===== config.mk =====
export PLATFORM = sky130hd
export DESIGN_NAME = config_manager_uc
export DESIGN_NICKNAME = d
export VERILOG_FILES = /design/src/rtl/config_manager_uc.sv
export SDC_FILE = /design/constraint.sdc
export NUM_CORES = 1
export LEC_CHECK = 0
export CAP_MARGIN = 25
export CORE_MARGIN = 1.5
export CORE_UTILIZATION = 45
export CTS_BUF_LIST = sky130_fd_sc_hd__clkbuf_4
export DETAILED_ROUTE_END_ITERATION = 6
export GPL_ROUTABILITY_DRIVEN = 0
export GPL_TIMING_DRIVEN = 0
export PLACE_DENSITY = 0.79
export SLEW_MARGIN = 20
export SYNTH_ARGS = -nofsm -noshare
export SYNTH_HDL_FRONTEND = slang
export SYNTH_SLANG_ARGS = --single-unit

===== constraint.sdc =====
create_clock -name clock -period 4.95 [get_ports clock]
set_input_delay 0.99 -clock clock [delete_from_list [all_inputs] [get_ports clock]]
set_output_delay 0.99 -clock clock [all_outputs]
set_load 0.1 [all_outputs]

===== src/rtl/config_manager_uc.sv =====
// Control unit for the serial configuration path: validates header/data word pairs
// and pulses exactly one limit-register load per good transaction.
module config_manager_uc #(
  parameter int unsigned TIMEOUT_CICLOS = 50000000,
  parameter logic [7:0]  MAGICO         = 8'hA5
) (
  input  logic        clock,
  input  logic        reset,
  input  logic        habilita_config,
  input  logic        fim_recepcao_config,
  input  logic        parity_config_ok,
  input  logic [15:0] dado_config,
  output logic        load_lim_um,
  output logic        load_temp1,
  output logic        load_temp2,
  output logic        load_temp3,
  output logic        load_temp4,
  output logic        config_concluida,
  output logic        erro_config,
  output logic [1:0]  codigo_erro,
  output logic [4:0]  configurados,
  output logic        todos_configurados,
  output logic [2:0]  db_estado
);

  localparam int unsigned CW = $clog2(TIMEOUT_CICLOS + 1);
  localparam logic [CW-1:0] LIMITE = CW'(TIMEOUT_CICLOS - 1);

  localparam logic [1:0] ERR_PARIDADE  = 2'b01;
  localparam logic [1:0] ERR_CABECALHO = 2'b10;
  localparam logic [1:0] ERR_TIMEOUT   = 2'b11;

  typedef enum logic [2:0] {
    OCIOSO           = 3'd0,
    ESPERA_CABECALHO = 3'd1,
    DECODIFICA       = 3'd2,
    ESPERA_DADO      = 3'd3,
    CARREGA          = 3'd4,
    FIM              = 3'd5,
    ERRO             = 3'd6
  } estado_t;

  estado_t       estado, proximo;
  logic [7:0]    magico_q;
  logic [2:0]    alvo;
  logic [CW-1:0] contador;
  logic          latch_cab;
  logic          set_erro;
  logic [1:0]    erro_novo;
  logic [4:0]    carga;

  // Only bits [15:8] and [2:0] of a header carry meaning.
  logic unused_bits;
  assign unused_bits = ^dado_config[7:3];

  // NOTE: every signal driven here gets a default first so no latch is inferred.
  always_comb begin
    proximo   = estado;
    latch_cab = 1'b0;
    set_erro  = 1'b0;
    erro_novo = 2'b00;
    case (estado)
      OCIOSO:
        if (habilita_config) proximo = ESPERA_CABECALHO;
      ESPERA_CABECALHO:
        if (fim_recepcao_config) begin
          if (parity_config_ok) begin
            latch_cab = 1'b1;
            proximo   = DECODIFICA;
          end else begin
            set_erro  = 1'b1;
            erro_novo = ERR_PARIDADE;
            proximo   = ERRO;
          end
        end
      DECODIFICA:
        if (magico_q == MAGICO && alvo <= 3'd4) begin
          proximo = ESPERA_DADO;
        end else begin
          set_erro  = 1'b1;
          erro_novo = ERR_CABECALHO;
          proximo   = ERRO;
        end
      ESPERA_DADO:
        // An arriving word takes priority over an expiring timeout.
        if (fim_recepcao_config) begin
          if (parity_config_ok) begin
            proximo = CARREGA;
          end else begin
            set_erro  = 1'b1;
            erro_novo = ERR_PARIDADE;
            proximo   = ERRO;
          end
        end else if (contador == LIMITE) begin
          set_erro  = 1'b1;
          erro_novo = ERR_TIMEOUT;
          proximo   = ERRO;
        end
      CARREGA: proximo = FIM;
      FIM:     proximo = habilita_config ? ESPERA_CABECALHO : OCIOSO;
      ERRO:    proximo = ESPERA_CABECALHO;
      default: proximo = OCIOSO;
    endcase

    // Dropping the enable aborts silently, except a load already under way completes.
    if (!habilita_config && estado != CARREGA && estado != FIM) begin
      proximo   = OCIOSO;
      latch_cab = 1'b0;
      set_erro  = 1'b0;
    end
  end

  always_comb begin
    carga = 5'b00000;
    if (estado == CARREGA) begin
      case (alvo)
        3'd0:    carga = 5'b00001;
        3'd1:    carga = 5'b00010;
        3'd2:    carga = 5'b00100;
        3'd3:    carga = 5'b01000;
        3'd4:    carga = 5'b10000;
        default: carga = 5'b00000;
      endcase
    end
  end

  // NOTE: sequential state uses non-blocking assignments so all registers update together.
  always_ff @(posedge clock) begin
    if (reset) begin
      estado       <= OCIOSO;
      magico_q     <= 8'h00;
      alvo         <= 3'd0;
      contador     <= '0;
      codigo_erro  <= 2'b00;
      configurados <= 5'b00000;
    end else begin
      estado <= proximo;
      if (latch_cab) begin
        magico_q <= dado_config[15:8];
        alvo     <= dado_config[2:0];
      end
      if (estado == DECODIFICA) begin
        contador <= '0;
      end else if (estado == ESPERA_DADO) begin
        contador <= contador + CW'(1);
      end
      if (set_erro) begin
        codigo_erro <= erro_novo;
      end else if (estado == FIM) begin
        codigo_erro <= 2'b00;
      end
      configurados <= configurados | carga;
    end
  end

  assign load_lim_um        = carga[0];
  assign load_temp1         = carga[1];
  assign load_temp2         = carga[2];
  assign load_temp3         = carga[3];
  assign load_temp4         = carga[4];
  assign config_concluida   = (estado == FIM);
  assign erro_config        = (estado == ERRO);
  assign todos_configurados = &configurados;
  assign db_estado          = estado;

endmodule


==> Flow_metrics.wiki, run 1 <==
{| class="wikitable"
! Metric !! Value
|-
| R2R setup slack || 3.00 ns
|-
| Final Net Count || 318
|-
| Library cell with the largest summed area after synthesis || sky130_fd_sc_hd__dfxtp_1
|-
| Instance count of the mapped netlist || 257
|-
| Post-DRT Antenna Nets || 0
|-
| Hold Buf Count CTS || 0
|-
| Area growth from synthesis to layout || 20.96%
|-
| Number of distinct library cells after synthesis || 45
|-
| DRC viols || 0
|-
| Part of the Yosys area used for sequential elements || 42.82%
|-
| Clock latency reported for the late side of the worst-skew pair || 0.39 ns
|-
| Clock input transition at the sequential cells of the worst setup and hold paths || 0.14 ns
|-
| Top flip-flop cell by instance count after synthesis || sky130_fd_sc_hd__dfxtp_1
|-
| Final count of hold timing violations || 0
|-
| Clock Tree Buf Depth || 2
|-
| Largest net degree at the start of global routing || 16
|-
| Number of cells upsized or downsized after cts || 0
|-
| Final slew viol count || 0
|-
| Share of the clock period used by the worst path after layout || 76.31%
|-
| First-pass GRT wire length || 8066 µm
|-
| Sort of element at the start of the critical path || flip-flop
|-
| Leading cell types by count after synthesis || sky130_fd_sc_hd__nor2_1 (48), sky130_fd_sc_hd__dfxtp_1 (47), sky130_fd_sc_hd__nand2_1 (17)
|-
| Cell at the root of the clock tree || sky130_fd_sc_hd__clkbuf_4
|-
| Max FO, Critical Path || 8
|-
| Detail-routed net length per standard cell || 12.74 µm
|-
| Number of buffers inserted during clock tree synthesis || 5
|-
| Antenna violations before repair || 0
|-
| DP HPWL || 3445 µm
|-
| Number of placement rows || 25
|-
| Placeable core region || 4723 µm²
|-
| Number of vias in the routed layout || 1877
|-
| Top-count cell post-synth || sky130_fd_sc_hd__nor2_1
|-
| Number of antenna repair diodes || 0
|-
| Number of top-level design ports || 39
|-
| Post-Route Setup TNS || 0 ns
|-
| Number of port buffers || 32
|-
| CP endpoint kind || primary output
|-
| Type of the tightest min-delay check || reg -> reg
|-
| CP Class || reg -> out
|-
| Floorplan die area || 5311 µm²
|-
| Die X-Extent || 72.88 µm
|-
| Violation count after the first detailed-routing iteration || 80
|-
| Cell area after synthesis || 2197 µm²
|-
| Via count of the first global-routing pass || 1821
|-
| Min Clock Period, post-route || 3.777 ns
|-
| Clock tree from TritonCTS || done
|-
| First-pass iteration count of the detailed router || 4
|-
| Max VDD drop || 0.1460 mV
|-
| Final setup violation count || 0
|-
| Gr usage total || 19.57%
|-
| Number of warning messages in the yosys log || 0
|-
| GRT Residual Overflow || 0
|-
| Static leakage power || 0.9252 nW
|-
| Data required time at the worst endpoint || 3.96 ns
|-
| Async set or reset register ratio after synthesis || 0%
|-
| Leading cell types by total area after synthesis || sky130_fd_sc_hd__dfxtp_1 (43%), sky130_fd_sc_hd__nor2_1 (8.2%), sky130_fd_sc_hd__mux2i_1 (5.0%)
|-
| Layout cells sized above 1 || 6.061%
|-
| Number of synthesized flops with an enable pin || 0
|-
| Register bit count reported by yosys || 47
|-
| Transition time at the pin with the least slew margin || 0.9787 ns
|-
| Max frequency || 0.2647 GHz
|-
| Status || complete, no violations
|-
| Post-CTS setup buffer count || 0
|-
| H-tree Lvls || 2
|-
| Area share of the leading cell type in the synthesized netlist || 42.82%
|-
| Synthesized Nets || 279
|-
| Clock Sink Count || 47
|-
| Power density relative to cell area || 239.3 nW/µm²
|-
| Setup clock skew after layout || 0.02168 ns
|-
| Setup repair after global routing missed its margin || false
|-
| Die span in y || 72.88 µm
|-
| Reported max-cap violation count || 0
|-
| Relative slew margins || 34.55%
|-
| Total Wirelength || 4639 µm
|-
| Syn avg cell area || 8.549 µm²
|-
| Routed via count divided by cell count || 5.157
|-
| Data arrival time of the worst path || 2.79 ns
|-
| Worst slack on hold paths || 0.4766 ns
|-
| Initial Util || 46.52%
|}
==> cells in the final DEF (no fill, tap or decap), types with 3 or more instances in the layout <==
| cell type | n |
|---|---|
| sky130_fd_sc_hd__a21oi_1 | 12 |
| sky130_fd_sc_hd__xor2_1 | 10 |
| sky130_fd_sc_hd__nor3_1 | 9 |
| sky130_fd_sc_hd__and3b_1 | 3 |
| sky130_fd_sc_hd__inv_1 | 7 |
| sky130_fd_sc_hd__o21ai_0 | 6 |
| sky130_fd_sc_hd__clkbuf_4 | 5 |
| sky130_fd_sc_hd__clkdlybuf4s50_1 | 32 |
| sky130_fd_sc_hd__or3_1 | 5 |
| sky130_fd_sc_hd__nand3_1 | 7 |
| sky130_fd_sc_hd__nand4_1 | 10 |
| sky130_fd_sc_hd__buf_6 | 3 |
| sky130_fd_sc_hd__mux2i_1 | 11 |
| sky130_fd_sc_hd__nand2_1 | 17 |
| sky130_fd_sc_hd__nor4bb_1 | 3 |
| sky130_fd_sc_hd__nor2_1 | 48 |
| sky130_fd_sc_hd__clkbuf_1 | 8 |
| sky130_fd_sc_hd__dfxtp_1 | 47 |
| sky130_fd_sc_hd__xnor2_1 | 7 |
| sky130_fd_sc_hd__nor4_1 | 3 |
| sky130_fd_sc_hd__and3_1 | 6 |
| sky130_fd_sc_hd__and2_1 | 4 |
==> registers in the layout (all words and copies together), names as in the netlist <==
| register | count |
|---|---|
| alvo | 3 |
| codigo_erro | 2 |
| configurados | 5 |
| contador | 26 |
| db_estado | 3 |
| magico_q | 8 |
==> report_power, final <==
| part | switching (mW) | internal [mW] |
|---|---|---|
| sequential | 0.00374 | 0.382 |
| clock | 0.131 | 0.0557 |
| combinational | 0.0403 | 0.0228 |
| total | 0.175 | 0.460 |
==> per-stage QoR <==
stage / instance area (µm²) / std cells / utilization (%) / total power, mW / setup slack (ns)
6_report: 2658 / 364 / 56.26 / 0.6359 / 1.173
5_1_grt: 2658 / 364 / 56.26 / 0.6619 / 0.9978
4_1_cts: 2658 / 364 / 56.26 / 0.6400 / 1.144
3_5_place_dp: 2601 / 356 / 55.07 / 0.4572 / 1.589
3_3_place_gp: 2601 / 356 / 55.07 / 0.4568 / 1.629
2_1_floorplan: 2197 / 257 / - / 0.4330 / 1.079
==> area by class of cell <==
cell class | count | area (µm²)
inverter | 7 | 26.28
fill | 446 | 2066
multi-input combinational | 191 | 1161
clock buffer | 5 | 37.54
clock inverter | 3 | 18.77
buffer | 12 | 68.82
sequential | 47 | 940.9
tap | 67 | 83.83
timing repair buffer | 32 | 320.3
==> logic make-up (layout without fill, tap and decap cells) <==
family | Yosys count | count (layout) | share of synthesized area [%]
buffers and inverters | 19 | 59 | 4.328
multiplexers | 11 | 11 | 5.012
XOR/XNOR | 17 | 17 | 6.777
flip-flops | 47 | 47 | 42.82
AO/OA/AOI/OAI | 30 | 30 | 8.884
AND/OR/NAND/NOR | 132 | 132 | 31.61
adder cells (fa/ha/maj) | 1 | 1 | 0.5694
==> final timing paths <==
check	start	to	cells past startpoint
min reg2reg	codigo_erro[0]	codigo_erro[0]	2
max reg2reg	db_estado[1]	contador[3]	5
max	db_estado[2]	load_temp1	5
min	codigo_erro[0]	codigo_erro[0]	2
==> critical path, cell delays in order (launching register included) <==
cell	delay [ns]
sky130_fd_sc_hd__dfxtp_1	0.47
sky130_fd_sc_hd__or2b_1	0.26
sky130_fd_sc_hd__nor3_1	0.28
sky130_fd_sc_hd__nand2_1	0.09
sky130_fd_sc_hd__nor2_1	0.14
sky130_fd_sc_hd__clkdlybuf4s50_1	1.16
==> routing by layer <==
| layer | track usage [%] | vias to the layer above | part of all wire (%) |
|---|---|---|---|
| li1 | - | 975 | - |
| met4 | 9.015 | 0 | 1.7 |
| met1 | 24.02 | 851 | 46 |
| met5 | 0 | - | 0 |
| met3 | 5.387 | 8 | 5.3 |
| met2 | 31.91 | 43 | 47 |
Note: power is estimated with default switching activity, not from simulation.
==> run 2: changes to the inputs <==
--- a/config.mk
+++ b/config.mk
@@ -12,7 +12,7 @@
 export DETAILED_ROUTE_END_ITERATION = 6
 export GPL_ROUTABILITY_DRIVEN = 0
 export GPL_TIMING_DRIVEN = 0
-export PLACE_DENSITY = 0.79
+export PLACE_DENSITY = 0.82
 export SLEW_MARGIN = 20
 export SYNTH_ARGS = -nofsm -noshare
 export SYNTH_HDL_FRONTEND = slang
==> constraint.sdc (replaced) <==
create_clock -name clock -period 3.37 [get_ports clock]
set_input_delay 0.674 -clock clock [delete_from_list [all_inputs] [get_ports clock]]
set_output_delay 0.674 -clock clock [all_outputs]
set_load 0.1 [all_outputs]
==> run 2 against run 1 <==
  * Worst hold slack better by 0.023 ns
  * Clock skew shrank 0.0014 ns
  * Register-to-register slack worse by 1.6 ns
  * Setup slack lost 1.1 ns
  * Critical endpoint is now load_temp4
  * Largest power group unchanged
  * Highest routed layer unchanged
==> Flow_metrics.wiki, run 2 (synthesis results as in run 1) <==
{| class="wikitable"
! Metric !! Value
|-
| Status || complete, no violations
|-
| Area of all sequential standard cells || 940.9 µm² (unchanged)
|-
| Final count of hold timing violations || 0 (unchanged)
|-
| Number of buffers inserted during clock tree synthesis || 5 (unchanged)
|-
| Antenna violations before repair || 0 (unchanged)
|-
| Setup repair after global routing missed its margin || false
|-
| Routed via count divided by cell count || 5.203 (+0.91%)
|-
| Worst slack on hold paths || 0.4994 ns (+0.02283 ns)
|-
| GRT Residual Overflow || 0 (unchanged)
|-
| Clock latency reported for the late side of the worst-skew pair || 0.38 ns (about the same)
|-
| R2R setup slack || 1.45 ns (-1.55 ns)
|-
| Clock Sink Count || 47 (unchanged)
|-
| CP endpoint kind || primary output
|-
| Largest net degree at the start of global routing || 15 (-1)
|-
| Top library cells by usage in the layout, fill and taps aside || sky130_fd_sc_hd__nor2_1 (47), sky130_fd_sc_hd__dfxtp_1 (47), sky130_fd_sc_hd__clkdlybuf4s50_1 (27)
|-
| Final setup violation count || 0 (unchanged)
|-
| Post-Route Setup TNS || 0 ns (unchanged)
|-
| Placeable core region || 4723 µm² (unchanged)
|-
| CP Class || reg -> out
|-
| Die span in y || 72.88 µm (unchanged)
|-
| Max frequency || 0.3074 GHz
|-
| Max FO, Critical Path || 8 (unchanged)
|-
| Area growth from synthesis to layout || 21.01% (about the same)
|-
| Number of placement rows || 25 (unchanged)
|-
| Data required time at the worst endpoint || 2.70 ns (-1.26 ns)
|-
| Power density relative to cell area || 350.4 nW/µm² (+46%)
|-
| Die X-Extent || 72.88 µm (unchanged)
|-
| Relative slew margins || 34.12% (-0.43 points)
|-
| Area used by multi-input combinational logic || 1164 µm² (+0.22%)
|-
| First-pass iteration count of the detailed router || 4 (unchanged)
|-
| Type of the tightest min-delay check || reg -> reg
|-
| Worst Path Buf+Inv || 1 (unchanged)
|-
| Transition time at the pin with the least slew margin || 0.9852 ns (+0.006411 ns)
|-
| Layout cells sized above 1 || 6.061% (unchanged)
|-
| Clock tree from TritonCTS || done
|-
| Static leakage power || 0.9605 nW (+3.8%)
|-
| Max VDD drop || 0.2298 mV (+57%)
|-
| Reported max-cap violation count || 0 (unchanged)
|-
| Final Net Count || 318 (unchanged)
|-
| Register with the most flip-flops || contador
|-
| Final total power || 931.6 µW (+47%)
|-
| Min Clock Period, post-route || 3.253 ns
|-
| Total Wirelength || 4646 µm (+0.15%)
|-
| Critical register-to-register path startpoint || db_estado[1]
|-
| Series of cell instances along the critical path || or2b_1, nor2_1, and3_1, clkdlybuf4s50_1
|-
| Filler cell count in the final layout || 426 (-4.5%)
|-
| Clock Tree Buf Depth || 2 (unchanged)
|-
| Gr usage total || 18.63% (-0.94 points)
|-
| Cell at the root of the clock tree || sky130_fd_sc_hd__clkbuf_4
|-
| Largest registers ranked by flip-flop count || contador x26, magico_q x8, configurados x5
|-
| Data arrival time of the worst path || 2.58 ns (-0.21 ns)
|-
| Number of antenna repair diodes || 0 (unchanged)
|-
| Top cell family by delay on the critical path || buffers and inverters
|-
| First-pass GRT wire length || 7741 µm (-4.0%)
|-
| Post-CTS setup buffer count || 0 (unchanged)
|-
| Max reg flops || 26 (unchanged)
|-
| H-tree Lvls || 2 (unchanged)
|-
| Start point of the worst hold path || magico_q[0]
|-
| Sort of element at the start of the critical path || flip-flop
|-
| Detail-routed net length per standard cell || 12.76 µm (+0.15%)
|-
| Number of port buffers || 32 (unchanged)
|-
| Initial Util || 46.52% (unchanged)
|-
| Worst stage delay on the critical path || 1.15 ns (about the same)
|-
| Number of top-level design ports || 39 (unchanged)
|-
| Via count of the first global-routing pass || 1727 (-5.2%)
|-
| Hold Buf Count CTS || 0 (unchanged)
|-
| Share of the clock period used by the worst path after layout || 96.52%
|-
| Cell type of the slowest stage on the worst timing path || sky130_fd_sc_hd__clkdlybuf4s50_1
|-
| Violation count after the first detailed-routing iteration || 102 (+28%)
|-
| Post-DRT Antenna Nets || 0 (unchanged)
|-
| Clock input transition at the sequential cells of the worst setup and hold paths || 0.14 ns (about the same)
|-
| DP HPWL || 3379 µm (-1.9%)
|-
| Setup clock skew after layout || 0.02025 ns (-0.001429 ns)
|-
| Floorplan die area || 5311 µm² (unchanged)
|-
| Crit. Startpoint || db_estado[2]
|-
| Number of vias in the routed layout || 1894 (+0.91%)
|-
| Final slew viol count || 0 (unchanged)
|-
| DRC viols || 0 (unchanged)
|}
run 2: cell types whose count changed in the layout (fill, tap and decap cells not counted), sizes merged:
cell           before  now
dlygate4sd2         0    4
clkbuf             13   14
clkdlybuf4s50      32   27
inv                 8    7
dlymetal6s2s        0    1
run 2: path summary, 6_finish.rpt:
| check | to | cells past startpoint |
|---|---|---|
| setup reg to reg | contador[3] | 5 |
| hold / removal | magico_q[0] | 2 |
| hold reg to reg | magico_q[0] | 2 |
| setup / recovery | load_temp4 | 4 |
run 2: what timing repair did:
item                                    in CTS  in global routing
gates resized for setup                      4                  1
endpoints found under the setup margin       4                  1
pin swaps                                    0                  0
run 2: area by class of cell:
type / count / share of cell area [%]
Clock inverter: 2 / 0.4706
Buffer: 12 / 2.588
Clock buffer: 6 / 1.694
Sequential cell: 47 / 35.39
Multi-Input combinational cell: 191 / 43.76
Tap cell: 67 / 3.153
Timing Repair Buffer: 32 / 11.95
Inverter: 7 / 0.9882
run 2: worst min-delay path, delay by kind of cell, from the launching register on:
| kind | cells | cell delay [ns] |
|---|---|---|
| flip-flops | 1 | 0.34 |
| multiplexers | 1 | 0.06 |
| AND/OR/NAND/NOR | 1 | 0.07 |
run 2: metal layers:
metal | share of wire, % | global-route usage, % | vias up | routed length, µm
li1 | - | - | 978 | -
met3 | 6.5 | 4.696 | 7 | 301
met5 | 0 | 0 | - | 0
met2 | 44 | 30.68 | 50 | 2054
met4 | 1.3 | 6.918 | 0 | 61
met1 | 48 | 23.55 | 859 | 2228
run 2: power breakdown:
part	internal [mW]	total [mW]	leakage (nW)	switching (mW)
Sequential	0.561	0.566	0.379	0.00551
Clock	0.0892	0.273	0.0333	0.183
Combinational	0.0332	0.0925	0.548	0.0594
Total	0.683	0.932	0.961	0.248
run 2: per-stage QoR:
step                      util [%]  area (µm²)  cells  setup slack (ns)
after floorplan                  -        2200    257            0.2750
after global placement       55.13        2604    356            0.3725
after detailed placement     55.13        2604    356            0.3597
after CTS                    56.24        2656    364            0.1036
after global routing         56.29        2659    364           0.02152
final                        56.29        2659    364            0.1174
==> run 3: changes to the inputs <==
--- a/config.mk
+++ b/config.mk
@@ -6,9 +6,9 @@
 export NUM_CORES = 1
 export LEC_CHECK = 0
 export CAP_MARGIN = 25
-export CORE_MARGIN = 1.5
+export CORE_MARGIN = 4
 export CORE_UTILIZATION = 45
-export CTS_BUF_LIST = sky130_fd_sc_hd__clkbuf_4
+export CTS_BUF_LIST = sky130_fd_sc_hd__clkbuf_16
 export DETAILED_ROUTE_END_ITERATION = 6
 export GPL_ROUTABILITY_DRIVEN = 0
 export GPL_TIMING_DRIVEN = 0
==> run 3 against run 2 <==
  * Sequential power barely moved
  * Largest power group unchanged
  * Worst hold slack got worse by 0.013 ns
  * Power rose by 21%
  * Global-route usage fell by 1.2 points
==> Flow_metrics.wiki, run 3 (synthesis results as in run 1) <==
{| class="wikitable"
! Metric !! Value
|-
| Post-DRT Antenna Nets || 0 (unchanged)
|-
| Violation count after the first detailed-routing iteration || 79 (-23%)
|-
| Series of cell instances along the critical path || or2b_1, nor2_1, and3_1, clkdlybuf4s50_1
|-
| Status || complete, no violations
|-
| H-tree Lvls || 2 (unchanged)
|-
| Floorplan die area || 6065 µm² (+14%)
|-
| Hold Buf Count CTS || 0 (unchanged)
|-
| Reported max-cap violation count || 0 (unchanged)
|-
| CP Class || reg -> out
|-
| Layout cells sized above 1 || 5.743% (-0.32 points)
|-
| Final slew viol count || 0 (unchanged)
|-
| Number of buffers inserted during clock tree synthesis || 5 (unchanged)
|-
| Area of all sequential standard cells || 940.9 µm² (unchanged)
|-
| Worst slack on hold paths || 0.4863 ns (-0.01306 ns)
|-
| Detail-routed net length per standard cell || 13.61 µm (+6.6%)
|-
| DP HPWL || 3519 µm (+4.1%)
|-
| Final Net Count || 318 (unchanged)
|-
| Busiest layer in global routing || met2
|-
| Antenna violations before repair || 0 (unchanged)
|-
| Routed via count divided by cell count || 5.251 (+0.91%)
|-
| Final setup violation count || 0 (unchanged)
|-
| Setup clock skew after layout || 0.005138 ns (-0.01511 ns)
|-
| Relative slew margins || 33.25% (-0.87 points)
|-
| Number of vias in the routed layout || 1906 (+0.63%)
|-
| Number of antenna repair diodes || 0 (unchanged)
|-
| CP endpoint kind || primary output
|-
| Total Wirelength || 4941 µm (+6.3%)
|-
| GRT Residual Overflow || 0 (unchanged)
|-
| Die span in y || 77.88 µm (+6.9%)
|-
| Number of port buffers || 32 (unchanged)
|-
| Final count of hold timing violations || 0 (unchanged)
|-
| Transition time at the pin with the least slew margin || 0.9981 ns (+0.01299 ns)
|-
| Gr usage total || 17.41% (-1.2 points)
|-
| Met3 GRT Util || 5.916% (+1.2 points)
|-
| Initial Util || 46.52% (unchanged)
|-
| Data arrival time of the worst path || 2.48 ns (-0.10 ns)
|-
| Clock Tree Buf Depth || 2 (unchanged)
|-
| Via count of the first global-routing pass || 1917 (+11%)
|-
| Static leakage power || 1.031 nW (+7.3%)
|-
| First-pass GRT wire length || 8604 µm (+11%)
|-
| Register with the most flip-flops || contador
|-
| Number of placement rows || 25 (unchanged)
|-
| Largest registers ranked by flip-flop count || contador x26, magico_q x8, configurados x5
|-
| Clock latency reported for the late side of the worst-skew pair || 0.28 ns (-0.10 ns)
|-
| Cell type of the slowest stage on the worst timing path || sky130_fd_sc_hd__clkdlybuf4s50_1
|-
| Max frequency || 0.3169 GHz (+3.1%)
|-
| Placeable core region || 4723 µm² (unchanged)
|-
| Post-Route Setup TNS || 0 ns (unchanged)
|-
| Max FO, Critical Path || 8 (unchanged)
|-
| Setup repair after global routing missed its margin || false
|-
| Cell at the root of the clock tree || sky130_fd_sc_hd__clkbuf_16
|-
| Worst stage delay on the critical path || 1.16 ns (about the same)
|-
| Type of the tightest min-delay check || reg -> reg
|-
| Die X-Extent || 77.88 µm (+6.9%)
|-
| Data required time at the worst endpoint || 2.70 ns (about the same)
|-
| Filler cell count in the final layout || 424 (-0.47%)
|-
| Clock input transition at the sequential cells of the worst setup and hold paths || 0.06 ns (-0.08 ns)
|-
| First-pass iteration count of the detailed router || 4 (unchanged)
|-
| DRC viols || 0 (unchanged)
|-
| Area used by multi-input combinational logic || 1164 µm² (unchanged)
|-
| Met1 GRT Util || 20.17% (-3.4 points)
|-
| Share of the clock period used by the worst path after layout || 93.64% (-2.9 points)
|-
| Largest net degree at the start of global routing || 14 (-1)
|-
| Global routing met2 resource utilization || 29.20% (-1.5 points)
|-
| Clock tree from TritonCTS || done
|-
| Max reg flops || 26 (unchanged)
|-
| Min Clock Period, post-route || 3.156 ns (-0.09692 ns)
|-
| Max VDD drop || 0.2699 mV (+17%)
|-
| Clock Sink Count || 47 (unchanged)
|-
| Top library cells by usage in the layout, fill and taps aside || sky130_fd_sc_hd__nor2_1 (47), sky130_fd_sc_hd__dfxtp_1 (47), sky130_fd_sc_hd__clkdlybuf4s50_1 (28)
|-
| Sort of element at the start of the critical path || flip-flop
|-
| Post-CTS setup buffer count || 0 (unchanged)
|-
| Power density relative to cell area || 409.1 nW/µm² (+17%)
|-
| Area growth from synthesis to layout || 25.06%
|-
| Number of top-level design ports || 39 (unchanged)
|}
==> run 3: changes by cell type in the layout (fill, tap and decap cells not counted) <==
cell                              previous run  this run
sky130_fd_sc_hd__clkinv_2                    0         1
sky130_fd_sc_hd__clkbuf_4                    6         0
sky130_fd_sc_hd__clkdlybuf4s50_1            27        28
sky130_fd_sc_hd__clkinv_4                    1         0
sky130_fd_sc_hd__dlygate4sd2_1               4         0
sky130_fd_sc_hd__clkbuf_16                   0         5
sky130_fd_sc_hd__dlymetal6s2s_1              1         4
==> run 3: critical path: cells and delay by family (launching register included) <==
family / cells / cell delay (ns)
flops: 1 / 0.43
buf+inv: 1 / 1.16
simple gates: 3 / 0.61
==> run 3: cell type report <==
type	instances	share of cell area, %
Clock buffer	5	4.554
Clock inverter	2	0.3188
Timing Repair Buffer	32	12.02
Sequential cell	47	34.24
Multi-Input combinational cell	191	42.35
Buffer	12	2.505
Inverter	7	0.9563
Tap cell	67	3.051
==> run 3: final timing paths <==
kind	to	depth (start not counted)	from	slack, ns
max	load_temp4	4	db_estado[2]	0.21
min	magico_q[0]	2	magico_q[0]	0.49
max reg2reg	contador[25]	8	db_estado[1]	1.42
min reg2reg	magico_q[0]	2	magico_q[0]	0.49
==> run 3: metal layers <==
metal,vias up,routed length (µm)
met5,-,0
met1,869,2177
met2,54,2306
met3,11,348
met4,0,108
li1,972,-
==> run 3: through the flow <==
step	setup WS [ns]	total power [mW]	instances	utilization [%]	instance area, µm²
after CTS	0.04647	1.133	363	57.96	2738
final	0.2143	1.124	363	58.17	2748
after global routing	0.1351	1.162	363	58.17	2748
after global placement	0.3578	0.6713	356	55.13	2604
after floorplan	0.2750	0.6361	257	-	2200
after detailed placement	0.3795	0.6722	356	55.13	2604
==> run 3: timing repair <==
item / CTS / global route
gates resized for setup: 0 / 4
hold endpoints to repair: 0 / 0
setup endpoints to repair: 0 / 4
==> run 3: power by group <==
part	leakage (nW)	switching (mW)	internal, mW	total, mW
logic	0.585	0.0597	0.0334	0.0931
clock network	0.0671	0.198	0.267	0.465
registers	0.379	0.00572	0.561	0.566
total	1.03	0.263	0.861	1.12
